$ cat config.mk
export PLATFORM = sky130hd
export DESIGN_NAME = mem_stage_ctrl
export DESIGN_NICKNAME = d
export VERILOG_FILES = /design/src/rtl/mem_stage_ctrl_pkg.sv /design/src/rtl/mem_access_decode.sv /design/src/rtl/mem_stage_ctrl.sv
export SDC_FILE = /design/constraint.sdc
export NUM_CORES = 1
export LEC_CHECK = 0
export BUFFER_PORTS_ARGS = -buffer_cell sky130_fd_sc_hd__buf_2
export CORE_MARGIN = 2
export CORE_UTILIZATION = 47
export CTS_CLUSTER_SIZE = 25
export DETAILED_ROUTE_END_ITERATION = 7
export HOLD_SLACK_MARGIN = 0.06
export PLACE_DENSITY_LB_ADDON = 0.2
export SLEW_MARGIN = 10
export SYNTH_ARGS = -nofsm -noshare
export SYNTH_HDL_FRONTEND = slang
export SYNTH_SLANG_ARGS = --single-unit
$ cat constraint.sdc
create_clock -name clk -period 6.13 [get_ports clk]
set_input_delay 1.226 -clock clk [delete_from_list [all_inputs] [get_ports clk]]
set_output_delay 1.226 -clock clk [all_outputs]
set_load 0.02 [all_outputs]
$ cat src/rtl/mem_stage_ctrl_pkg.sv
// mem_stage_ctrl_pkg: Y86 icode/stat constants, FSM states and
// address/write-data source selects shared by the memory-stage controller.
package mem_stage_ctrl_pkg;

    localparam logic [3:0] I_HALT  = 4'h0;
    localparam logic [3:0] I_NOP   = 4'h1;
    localparam logic [3:0] I_RRMOV = 4'h2;
    localparam logic [3:0] I_IRMOV = 4'h3;
    localparam logic [3:0] I_RMMOV = 4'h4;
    localparam logic [3:0] I_MRMOV = 4'h5;
    localparam logic [3:0] I_OPQ   = 4'h6;
    localparam logic [3:0] I_JXX   = 4'h7;
    localparam logic [3:0] I_CALL  = 4'h8;
    localparam logic [3:0] I_RET   = 4'h9;
    localparam logic [3:0] I_PUSH  = 4'hA;
    localparam logic [3:0] I_POP   = 4'hB;

    localparam logic [3:0] STAT_AOK = 4'd1;
    localparam logic [3:0] STAT_HLT = 4'd2;
    localparam logic [3:0] STAT_ADR = 4'd3;
    localparam logic [3:0] STAT_INS = 4'd4;

    typedef enum logic [1:0] {S_IDLE, S_REQ, S_DONE, S_HALTED} state_t;
    typedef enum logic [1:0] {ASEL_NONE, ASEL_E, ASEL_A} asel_t;
    typedef enum logic [1:0] {WSEL_NONE, WSEL_A, WSEL_P} wsel_t;

endpackage

$ cat src/rtl/mem_access_decode.sv
// mem_access_decode: combinational icode -> address source, write-data
// source and read/write intent.
module mem_access_decode
    import mem_stage_ctrl_pkg::*;
(
    input  logic [3:0] i_icode,
    output asel_t      o_asel,
    output wsel_t      o_wsel,
    output logic       o_rd,
    output logic       o_wr
);

    always_comb begin
        o_asel = ASEL_NONE;
        o_wsel = WSEL_NONE;
        o_rd   = 1'b0;
        o_wr   = 1'b0;
        case (i_icode)
            I_RMMOV: begin o_asel = ASEL_E; o_wsel = WSEL_A; o_wr = 1'b1; end
            I_PUSH:  begin o_asel = ASEL_E; o_wsel = WSEL_A; o_wr = 1'b1; end
            I_CALL:  begin o_asel = ASEL_E; o_wsel = WSEL_P; o_wr = 1'b1; end
            I_MRMOV: begin o_asel = ASEL_E; o_rd = 1'b1; end
            I_POP:   begin o_asel = ASEL_A; o_rd = 1'b1; end
            I_RET:   begin o_asel = ASEL_A; o_rd = 1'b1; end
            default: ;
        endcase
    end

endmodule

$ cat src/rtl/mem_stage_ctrl.sv
// mem_stage_ctrl: Y86 memory stage; runs one req/ack data-memory transaction
// per instruction with timeout and alignment checks, sticky fault status.
module mem_stage_ctrl
    import mem_stage_ctrl_pkg::*;
#(
    parameter int DATA_W      = 32,
    parameter int MADDR_W     = 32,
    parameter int TIMEOUT     = 16,
    parameter bit ALIGN_CHECK = 1'b1
) (
    input  logic               clk,
    input  logic               rst_n,
    input  logic               in_valid,
    output logic               in_ready,
    input  logic [3:0]         icode,
    input  logic [DATA_W-1:0]  valE,
    input  logic [DATA_W-1:0]  valA,
    input  logic [DATA_W-1:0]  valP,
    input  logic               instr_valid,
    input  logic               imem_error,
    output logic               dm_req,
    output logic               dm_we,
    output logic [MADDR_W-1:0] dm_addr,
    output logic [DATA_W-1:0]  dm_wdata,
    input  logic               dm_ack,
    input  logic               dm_err,
    input  logic [DATA_W-1:0]  dm_rdata,
    output logic               out_valid,
    output logic [DATA_W-1:0]  valM,
    output logic [3:0]         stat
);

    localparam int AL    = $clog2(DATA_W / 8);
    localparam int CNT_W = $clog2(TIMEOUT + 1);

    state_t             r_state, w_next;
    logic [CNT_W-1:0]   r_cnt;
    logic               r_req, r_we, r_rd;
    logic [MADDR_W-1:0] r_addr;
    logic [DATA_W-1:0]  r_wdata, r_valm;
    logic [3:0]         r_stat, w_acc_stat;
    asel_t              w_asel;
    wsel_t              w_wsel;
    logic               w_rd, w_wr, w_misal, w_go, w_tmo;
    logic [DATA_W-1:0]  w_addr_full, w_wdata;

    mem_access_decode u_dec (
        .i_icode (icode),
        .o_asel  (w_asel),
        .o_wsel  (w_wsel),
        .o_rd    (w_rd),
        .o_wr    (w_wr)
    );

    assign w_addr_full = (w_asel == ASEL_A) ? valA : (w_asel == ASEL_E) ? valE : '0;
    assign w_wdata     = (w_wsel == WSEL_A) ? valA : (w_wsel == WSEL_P) ? valP : '0;
    assign w_misal     = ALIGN_CHECK && (w_rd || w_wr) && (w_addr_full[AL-1:0] != '0);
    assign w_acc_stat  = imem_error ? STAT_ADR :
                         !instr_valid ? STAT_INS :
                         (icode == I_HALT) ? STAT_HLT :
                         w_misal ? STAT_ADR : STAT_AOK;
    assign w_go        = (w_acc_stat == STAT_AOK) && (w_rd || w_wr);
    assign w_tmo       = (r_cnt == CNT_W'(TIMEOUT - 1));

    always_ff @(posedge clk or negedge rst_n) begin
        if (!rst_n) r_state <= S_IDLE;
        else        r_state <= w_next;
    end

    always_comb begin
        w_next = r_state;
        case (r_state)
            S_IDLE: if (in_valid) w_next = w_go ? S_REQ : S_DONE;
            S_REQ:  if (dm_ack || w_tmo) w_next = S_DONE;
            S_DONE: w_next = (r_stat == STAT_AOK) ? S_IDLE : S_HALTED;
            default: w_next = r_state;
        endcase
    end

    // Stat and valM are loaded on the edge entering DONE so they appear with out_valid.
    always_ff @(posedge clk or negedge rst_n) begin
        if (!rst_n) begin
            r_cnt   <= '0;
            r_req   <= 1'b0;
            r_we    <= 1'b0;
            r_rd    <= 1'b0;
            r_addr  <= '0;
            r_wdata <= '0;
            r_valm  <= '0;
            r_stat  <= STAT_AOK;
        end else if (r_state == S_IDLE && in_valid) begin
            if (w_go) begin
                r_req   <= 1'b1;
                r_we    <= w_wr;
                r_rd    <= w_rd;
                r_addr  <= w_addr_full[MADDR_W-1:0];
                r_wdata <= w_wdata;
                r_cnt   <= '0;
            end else begin
                r_stat  <= w_acc_stat;
            end
        end else if (r_state == S_REQ) begin
            if (dm_ack || w_tmo) begin
                r_req  <= 1'b0;
                r_we   <= 1'b0;
                r_stat <= (dm_ack && !dm_err) ? STAT_AOK : STAT_ADR;
                if (dm_ack && !dm_err && r_rd) r_valm <= dm_rdata;
            end else begin
                r_cnt  <= r_cnt + 1'b1;
            end
        end
    end

    assign in_ready  = (r_state == S_IDLE);
    assign out_valid = (r_state == S_DONE);
    assign dm_req    = r_req;
    assign dm_we     = r_we;
    assign dm_addr   = r_addr;
    assign dm_wdata  = r_wdata;
    assign valM      = r_valm;
    assign stat      = r_stat;

endmodule

==> impl_results.md, run 1 <==
- #FFs+latches synth: 109
- Number of buffers on the longest clock path: 2
- Die area: 0.0116 sq mm
- Antenna violations before repair: 0
- Count of different cell masters after synthesis: 45
- Via count: 3982
- Unrepaired setup endpoints after global routing: no
- Hold bufs inserted after CTS: 0
- Clock-pin slew of the registers on the worst-case setup and hold paths: 110 ps
- Die outline width: 108 microns
- Part of the cycle the worst path needs: 48.0%
- Syn avg cell area: 13.5 sq um
- Pin count of the biggest net entering global routing: 73
- Row Count: 37
- Start point of the worst hold path: dm_req$_DFFE_PN0P_
- Antenna diode count: 0
- Slew @ Worst Pin: roughly 1200 ps
- Final wirelength: 12700 microns
- Effective utilization at floorplan: 48.6%
- Min Clock Period, post-route: 2940 ps
- Tightest slew margin relative to the limit: 16.6%
- CTS root buf: clkbuf_8
- Worst setup path start: icode[3]
- Summed negative setup slack over all endpoints: 0 ps
- DRC violation count after routing: 0
- Post-synth design cell area: 0.00504 sq mm
- Number of cells produced by synthesis: 373
- Number of H-tree levels: 3
- Most used flip-flop cell after synthesis: dfrtp_1
- Leftover overflow at the end of global routing: 0
- Clock tree from TritonCTS: built
- Clock network latency to the later pin of the worst-skew pair: 360 ps
- Result of the run: finished, final reports clean
- Internal Power: 1480 uW
- Area added between synthesis and finish: 29.2%
- Arrival time at the worst endpoint: about 3200 ps
- Element type at the critical path end: flip-flop
- Number of primary I/O pins: between 200 and 250
- Max-capacitance violation count: 0
- Data required time of the critical path: 6370 ps
- Placer Congestion: roughly 0.78
- Number of flops mapped to enable cells by yosys: 0
- Switching part of the total: a little over a third
- # clock sinks: 109
- Min-Delay Path Class: flip-flop to flip-flop
- Most used cells in the layout excluding fill and tap cells: 240 x buf_2, 108 x dfrtp_1, 87 x mux2_2
- Launch point of the worst reg-to-reg path: r_state[1]$_DFFE_PN0P_
- Wire length per cell after detailed routing: 17.0 microns
- Post-cts resize count: 0
- Sequential share of the synthesized area: 54.1%
- Number of detailed-route iterations in the first pass: 4
- Leak Pwr: 0.00364 uW
- # port buffers: 241
- Filler Cell Count: 863
- Finish-stage setup viols: 0
- Syn. warnings: 0
- Mean number of vias per cell: 5.34
- Reg power frac: 43.6%
- Global Route Usage Sum: 21.8%
- Power dissipated by switching net loads: 848 uW
- Start-to-end type of the worst setup path: primary input to flip-flop
- Total half-perimeter wirelength after legalization and detailed placement: 9040 microns
- Net total in the final layout: 749
- Number of nets in the synthesized netlist: approximately 520
- Clk network pwr share: 18.9%
- Max Clock Skew: 12.6 ps
- CP Launch Type: primary input
- Pwr Density: 358 mW/mm^2
- Max VDD drop: 165 uV
- Wire length of the first global-routing pass: 19900 microns
- Vias in the first global route: 4040
- Number of buffers added by the clock tree synthesis step: 9
- Part of the total power dissipated in combinational logic: between 30% and 40%
- Overall power of the completed layout: 2330 uW
- Maximum fanout count along the critical path: 72
- Post-CTS Setup Repair Bufs: 0
- Final hold vios: 0
- Fmax achieved: 340 MHz
- Detail Route Antenna Nets: 0
- Fraction of layout instances using a drive strength above 1: 58.2%
- Std-Cell Core Area: just over 0.01 sq mm
- Most common library cell in the layout ignoring fill and taps: buf_2
- Slew Limit Fails: 0
- Ys async rst share: 100%
- Die Height: 108 microns
- Iteration-0 DRC Markers: roughly 160
==> metrics by stage <==
step	hold slack (ps)	instances	worst slack, ps	cell area [sq um]	utilization (%)
after global placement	456	730	2870	6310	60.9
after detailed placement	465	730	2790	6310	60.9
after floorplan	481	373	3320	5040	-
final	489	746	3190	6510	62.8
after global routing	510	746	3110	6510	62.8
after CTS	494	746	3170	6510	62.8
==> state kept, by name, summed over array words and instances, names as in the netlist <==
name / count
dm_we: 1
dm_req: 1
stat: 3
valM: 32
r_rd: 1
r_cnt: 5
dm_wdata: 32
r_state: 2
dm_addr: 32
==> layer usage <==
layer  vias to the layer above  GRT usage, %  part of all wire (%)
met5                         -             0                     0
met4                         0          7.51                   1.6
met3                        18          4.84                   6.2
met2                       153          37.7                    52
met1                      1947          26.9                    40
li1                       1864             -                     -
==> cell families (layout without fill, tap and decap cells) <==
| group | after synthesis | count (layout) | share of synthesized area [%] |
|---|---|---|---|
| buf+inv | 29 | 266 | 3.33 |
| other cells | 1 | 1 | 0.0744 |
| mux | 96 | 96 | 21.4 |
| simple gates | 43 | 43 | 4.99 |
| compound gates | 88 | 88 | 14.4 |
| fa+ha+maj | 5 | 5 | 1.24 |
| flops | 109 | 109 | 54.1 |
| xor+xnor | 2 | 2 | 0.348 |
==> cell type report <==
cell class	instances	area (sq um)	area share [%]
timing repair buffer	245	1240	19.0
tap	136	170	2.61
sequential	109	2730	41.9
multi-input combinational	235	2160	33.1
clock buffer	11	131	2.02
clock inverter	5	67.6	1.04
inverter	5	18.8	0.288
==> cells in the mapped netlist, types with 2 or more instances <==
library cell | n | area share (%)
dfrtp_1 | 108 | 54
ha_1 | 5 | 1.2
o211ai_1 | 2 | 0.30
and3_1 | 2 | 0.25
nand3b_1 | 2 | 0.30
a21o_1 | 3 | 0.45
buf_6 | 7 | 1.6
o21ai_0 | 5 | 0.50
mux2_1 | 8 | 1.8
nor3_1 | 3 | 0.30
nand2b_1 | 2 | 0.25
nand3_1 | 3 | 0.30
nand2_1 | 8 | 0.60
or3b_1 | 2 | 0.35
o21a_1 | 2 | 0.30
nor2_1 | 9 | 0.67
xor2_1 | 2 | 0.35
mux2_2 | 87 | 19
buf_2 | 2 | 0.20
o22ai_1 | 2 | 0.25
and2_1 | 2 | 0.25
a22o_1 | 62 | 11
a21oi_1 | 2 | 0.20
nor2b_1 | 4 | 0.50
clkbuf_1 | 14 | 1.0
a221oi_1 | 2 | 0.35
inv_1 | 5 | 0.37
==> worst max-delay path: stages <==
cell	delay [ps]
buf_2	160
nor2b_1	330
nor2_1	120
nor4_4	150
buf_4	730
mux2_2	410
==> power groups by stage <==
stage | combinational [uW] | clock (uW) | sequential [uW]
after global placement | 862 | 0 | 1020
after floorplan | 333 | 0 | 1240
after CTS | 882 | 456 | 1020
after global routing | 942 | 483 | 1040
after detailed placement | 880 | 0 | 1030
final | 873 | 442 | 1020
==> path summary, 6_finish.rpt <==
check	endpoint	slack, ps	cells past startpoint
max	dm_wdata[19]$_DFFE_PN0P_	3190	6
min	dm_req$_DFFE_PN0P_	490	1
max reg2reg	dm_wdata[19]$_DFFE_PN0P_	3390	7
min reg2reg	dm_req$_DFFE_PN0P_	490	1
max in group asynchronous	dm_addr[22]$_DFFE_PN0P_	4080	2
min in group asynchronous	dm_addr[29]$_DFFE_PN0P_	930	1
Note: power is estimated with default switching activity, not from simulation.
==> run 2: changes to the inputs <==
--- a/config.mk
+++ b/config.mk
@@ -7,7 +7,7 @@
 export LEC_CHECK = 0
 export BUFFER_PORTS_ARGS = -buffer_cell sky130_fd_sc_hd__buf_2
 export CORE_MARGIN = 2
-export CORE_UTILIZATION = 47
+export CORE_UTILIZATION = 42
 export CTS_CLUSTER_SIZE = 25
 export DETAILED_ROUTE_END_ITERATION = 7
 export HOLD_SLACK_MARGIN = 0.06
==> constraint.sdc (replaced) <==
create_clock -name clk -period 2.7 [get_ports clk]
set_input_delay 0.54 -clock clk [delete_from_list [all_inputs] [get_ports clk]]
set_output_delay 0.54 -clock clk [all_outputs]
set_load 0.02 [all_outputs]
==> impl_results.md, run 2 (synthesized netlist as in run 1, its figures left out) <==
- Result of the run: finished, final reports clean
- Vias in the first global route: 4037
- Worst R2R Setup Slack: 330 ps
- CTS root buf: clkbuf_16
- Max VDD drop: 344 uV
- Number of placed cells counting well taps: 749
- Worst setup path start: r_state[0]$_DFFE_PN0P_
- Min-Delay Path Class: primary input to async pin
- Post-layout utilization of the core: 56.6%
- Worst path slowest cell: nor4_4
- Unrepaired setup endpoints after global routing: no
- Number of detailed-route iterations in the first pass: 4
- Clk network pwr share: 22.7%
- Std-Cell Core Area: between 0.01 and 0.015 sq mm
- Hold bufs inserted after CTS: 0
- Number of gates on the worst path with buffers counted: 7
- Area used by multi-input combinational logic: 0.00216 sq mm
- Internal Power: 3600 uW
- Tightest slew margin relative to the limit: approximately 57%
- Pre-CTS setup slack: 362 ps
- Final wirelength: ~13000 microns
- Effective utilization at floorplan: 42.5%
- Pwr Density: 832 mW/mm^2
- Iteration-0 DRC Markers: 143
- # port buffers: 241
- Summed negative setup slack over all endpoints: 0 ps
- Via count: 3991
- Max-capacitance violation count: 0
- DRC violation count after routing: 0
- Number of H-tree levels: 3
- Part of the total power dissipated in combinational logic: 35.8%
- Wire length per cell after detailed routing: 17.1 microns
- Switching part of the total: 35.5%
- Stage delay of the slowest cell on the critical path: 490 ps
- Die outline width: ~110 microns
- Row Count: 40
- Fmax achieved: 422 MHz
- Antenna violations before repair: 0
- Most used cells in the layout excluding fill and tap cells: 240 x buf_2, 108 x dfrtp_1, 87 x mux2_2
- Post-CTS Setup Repair Bufs: 0
- Element type at the critical path end: flip-flop
- Antenna diode count: 0
- Arrival time at the worst endpoint: 2600 ps
- Reg power frac: 41.5%
- Filler Cell Count: 1045
- Number of buffers on the longest clock path: 2
- Total half-perimeter wirelength after legalization and detailed placement: about 9900 microns
- Die area: 0.0129 sq mm
- Finish-stage setup viols: 0
- Register Area: 0.00273 sq mm
- CP Launch Type: flip-flop
- Min Clock Period, post-route: 2370 ps
- Global Route Usage Sum: 20.2%
- Clock tree from TritonCTS: built
- Launch point of the worst reg-to-reg path: r_state[0]$_DFFE_PN0P_
- Number of buffers added by the clock tree synthesis step: 9
- # clock sinks: 109
- Capturing element of the worst setup path: dm_addr[16]$_DFFE_PN0P_
- Start-to-end type of the worst setup path: flip-flop to flip-flop
- Most common library cell in the layout ignoring fill and taps: buf_2
- Placer Congestion: 0.814
- Detail Route Antenna Nets: 0
- Leak Pwr: between 0.003 and 0.004 uW
- Part of the cycle the worst path needs: 87.8%
- Mean number of vias per cell: 5.22
- Critical path buffers and inverters: 2
- Final instance count without filler cells: 765
- Fraction of layout instances using a drive strength above 1: between 50% and 60%
- Family of cells with the greatest summed delay on the critical path: simple AND/OR/NAND/NOR gates
- Clock-pin slew of the registers on the worst-case setup and hold paths: 70 ps
- Slew Limit Fails: 0
- Net total in the final layout: 757
- Post-cts resize count: 0
- Maximum fanout count along the critical path: 37
- Power dissipated by switching net loads: 1980 uW
- Sequence of cells on the critical path: inv_1 > ha_1 > and3b_2 > nand2_1 > nor4_4 > buf_12 > mux2_2
- Worst-case setup margin in the final layout: approximately 330 ps
- Slew @ Worst Pin: 639 ps
- Max Clock Skew: between 6 and 7 ps
- Data required time of the critical path: 2930 ps
- Critical register-to-register path endpoint: dm_addr[16]$_DFFE_PN0P_
- Pin count of the biggest net entering global routing: between 40 and 50
- Worst R2R Path Depth: 7
- Die Height: 114 microns
- Clock network latency to the later pin of the worst-skew pair: 350 ps
- Placed inst area: roughly 0.0064 sq mm
- Post-Layout Inst Area: 0.00671 sq mm
- Wire length of the first global-routing pass: 20700 microns
- Leftover overflow at the end of global routing: 0
- Area added between synthesis and finish: 33.1%
- Number of primary I/O pins: 243
- Final hold vios: 0
==> run 2: layout make-up <==
class,instances,share of cell area (%)
Sequential cell,109,40.7
Multi-Input combinational cell,235,32.1
Timing Repair Buffer,253,19.9
Clock buffer,11,3.62
Tap cell,147,2.74
Clock inverter,5,0.634
Inverter,5,0.280
==> run 2: how the worst min path moves through the flow <==
stage                                  start                  endpoint  slack [ps]  depth (start not counted)
detailed placement  dm_wdata[12]$_DFFE_PN0P_  dm_wdata[12]$_DFFE_PN0P_         470                          1
CTS                                    rst_n   dm_addr[29]$_DFFE_PN0P_         140                          1
global route                           rst_n   dm_addr[29]$_DFFE_PN0P_         150                          1
floorplan                              rst_n    dm_addr[0]$_DFFE_PN0P_         240                          0
finish                                 rst_n   dm_addr[29]$_DFFE_PN0P_         130                          1
global placement    dm_wdata[11]$_DFFE_PN0P_  dm_wdata[11]$_DFFE_PN0P_         460                          1
==> run 2: through the flow <==
| stage | total power [uW] | hold WS, ps |
|---|---|---|
| 6_report | 5580 | 129 |
| 5_1_grt | 5890 | 147 |
| 4_1_cts | 5650 | 137 |
| 3_5_place_dp | 4360 | 471 |
| 3_3_place_gp | 4280 | 461 |
| 2_1_floorplan | 3580 | 244 |
==> run 2: power groups by stage <==
stage / sequential, uW / combinational [uW] / clock (uW)
floorplan: 2820 / 756 / 0
global placement: 2320 / 1960 / 0
detailed placement: 2350 / 2010 / 0
CTS: 2320 / 2020 / 1310
global route: 2370 / 2150 / 1360
finish: 2320 / 2000 / 1270
==> run 2: worst reg2reg max path, cell delays in order (launching register included) <==
cell and delay, ps:
dfrtp_1 400, inv_1 90, ha_1 270, and3b_2 260, nand2_1 100, nor4_4 490, buf_12 280, mux2_2 380
==> run 2: layer usage <==
metal	global-route usage, %	share of wire (%)
met5	0	0
met4	6.99	1.8
met3	3.35	4.8
met2	37.4	53
met1	23.8	40
==> run 3: changes to the inputs <==
--- a/config.mk
+++ b/config.mk
@@ -11,7 +11,7 @@
 export CTS_CLUSTER_SIZE = 25
 export DETAILED_ROUTE_END_ITERATION = 7
 export HOLD_SLACK_MARGIN = 0.06
-export PLACE_DENSITY_LB_ADDON = 0.2
+export PLACE_DENSITY = 0.75
 export SLEW_MARGIN = 10
 export SYNTH_ARGS = -nofsm -noshare
 export SYNTH_HDL_FRONTEND = slang
==> impl_results.md, run 3 (synthesized netlist as in run 1, its figures left out) <==
- Result of the run: finished, final reports clean
- Most common library cell in the layout ignoring fill and taps: buf_2
- Number of H-tree levels: 3
- Post-cts resize count: 0
- Max-capacitance violation count: 0
- Data required time of the critical path: 2930 ps
- Final wirelength: approximately 13000 microns
- Number of buffers added by the clock tree synthesis step: 9
- Min-Delay Path Class: primary input to async pin
- Number of primary I/O pins: 243
- Clock network latency to the later pin of the worst-skew pair: 350 ps
- Number of buffers on the longest clock path: 2
- Mean number of vias per cell: 5.35
- Summed negative setup slack over all endpoints: 0 ps
- # clock sinks: between 100 and 150
- Element type at the critical path end: flip-flop
- Post-CTS Setup Repair Bufs: 0
- Std-Cell Core Area: 0.0119 sq mm
- Fmax achieved: roughly 430 MHz
- Die area: 0.0129 sq mm
- Clock tree from TritonCTS: built
- Pwr Density: approximately 830 mW/mm^2
- Maximum fanout count along the critical path: 39
- Antenna violations before repair: 0
- Iteration-0 DRC Markers: 177
- Die outline width: 114 microns
- Max Clock Skew: 10.4 ps
- Area added between synthesis and finish: 32.7%
- CTS root buf: clkbuf_16
- Placer Congestion: 0.802
- Launch point of the worst reg-to-reg path: r_state[0]$_DFFE_PN0P_
- Worst R2R Setup Slack: 370 ps
- Pin count of the biggest net entering global routing: 41
- Part of the cycle the worst path needs: 86.1%
- DRC violation count after routing: 0
- Via count: slightly above 4000
- # port buffers: 241
- Total half-perimeter wirelength after legalization and detailed placement: 9940 microns
- Clock-pin slew of the registers on the worst-case setup and hold paths: 70 ps
- Placed inst area: between 0.006 and 0.007 sq mm
- Wire length per cell after detailed routing: 17.2 microns
- Hold bufs inserted after CTS: 0
- Min Clock Period, post-route: 2330 ps
- Wire length of the first global-routing pass: 20500 microns
- Net total in the final layout: around 760
- Arrival time at the worst endpoint: 2560 ps
- Detail Route Antenna Nets: 0
- Post-layout utilization of the core: 56.4%
- Finish-stage setup viols: 0
- Antenna diode count: 0
- Global Route Usage Sum: 20.3%
- Unrepaired setup endpoints after global routing: no
- Tightest slew margin relative to the limit: 56.9%
- Leak Pwr: 0.00371 uW
- Fraction of layout instances using a drive strength above 1: 58.8%
- Worst R2R Path Depth: 7
- Post-Layout Inst Area: 0.00669 sq mm
- Most used cells in the layout excluding fill and tap cells: 240 x buf_2, 108 x dfrtp_1, 87 x mux2_2
- Start-to-end type of the worst setup path: flip-flop to flip-flop
- Number of detailed-route iterations in the first pass: 4
- Critical register-to-register path endpoint: dm_addr[19]$_DFFE_PN0P_
- Max VDD drop: 360 uV
- Hold slack final: 165 ps
- Effective utilization at floorplan: 42.5%
- CP Launch Type: flip-flop
- Slew @ Worst Pin: approximately 650 ps
- Die Height: 114 microns
- Final hold vios: 0
- Vias in the first global route: 4032
- Row Count: 40
- Overall power of the completed layout: between 5000 and 6000 uW
- Leftover overflow at the end of global routing: 0
- Slew Limit Fails: 0
## run 3: cell types whose count changed in the layout (fill, tap and decap cells not counted), sizes merged
| cell | previous run | this run |
|---|---|---|
| buf | 253 | 252 |
| clkbuf | 11 | 9 |
| clkinv | 3 | 2 |
| clkinvlp | 0 | 2 |
## run 3: critical path, stage by stage (launching register included)
cell	delay, ps
dfrtp_1	400
inv_1	90
ha_1	280
and3b_2	270
nand2_1	100
nor4_4	420
buf_12	270
mux2_2	360
## run 3: area by class of cell
cell class | instances | area, sq um
inverters | 5 | 18.8
fillers | 1026 | 5170
multi-input cells | 235 | 2160
clock buffers | 9 | 225
well taps | 147 | 184
flip-flops and latches | 109 | 2730
clock inverters | 6 | 46.3
repair buffers | 252 | 1330
## run 3: metal layers
| metal | GRT usage (%) | vias to the layer above | routed length (microns) |
|---|---|---|---|
| li1 | - | 1874 | - |
| met1 | 25.5 | 2015 | 5460 |
| met2 | 34.4 | 167 | 6660 |
| met3 | 3.51 | 24 | 699 |
| met4 | 8.94 | 0 | 334 |
| met5 | 0 | - | 0 |
## run 3: how the worst max path moves through the flow
stage | slack [ps] | from | cells after the start | endpoint
after floorplan | 310 | r_state[0]$_DFFE_PN0P_ | 7 | dm_wdata[14]$_DFFE_PN0P_
after global placement | 450 | r_state[0]$_DFFE_PN0P_ | 7 | dm_wdata[14]$_DFFE_PN0P_
after detailed placement | 390 | r_state[0]$_DFFE_PN0P_ | 7 | dm_addr[7]$_DFFE_PN0P_
after CTS | 370 | r_state[0]$_DFFE_PN0P_ | 7 | dm_addr[7]$_DFFE_PN0P_
after global routing | 240 | r_state[0]$_DFFE_PN0P_ | 7 | dm_addr[2]$_DFFE_PN0P_
final | 370 | r_state[0]$_DFFE_PN0P_ | 7 | dm_addr[19]$_DFFE_PN0P_
## run 3: stage by stage
step                      setup slack (ps)  instances
final                                  374        763
after global routing                   244        763
after CTS                              370        763
after detailed placement               387        748
after global placement                 454        748
after floorplan                        308        373
## run 3: power by group
part / switching [uW] / internal [uW] / leakage, uW
clock: 607 / 628 / 0.000128
combinational: 1140 / 854 / 0.00211
sequential: 237 / 2080 / 0.00147
total: 1990 / 3560 / 0.00371
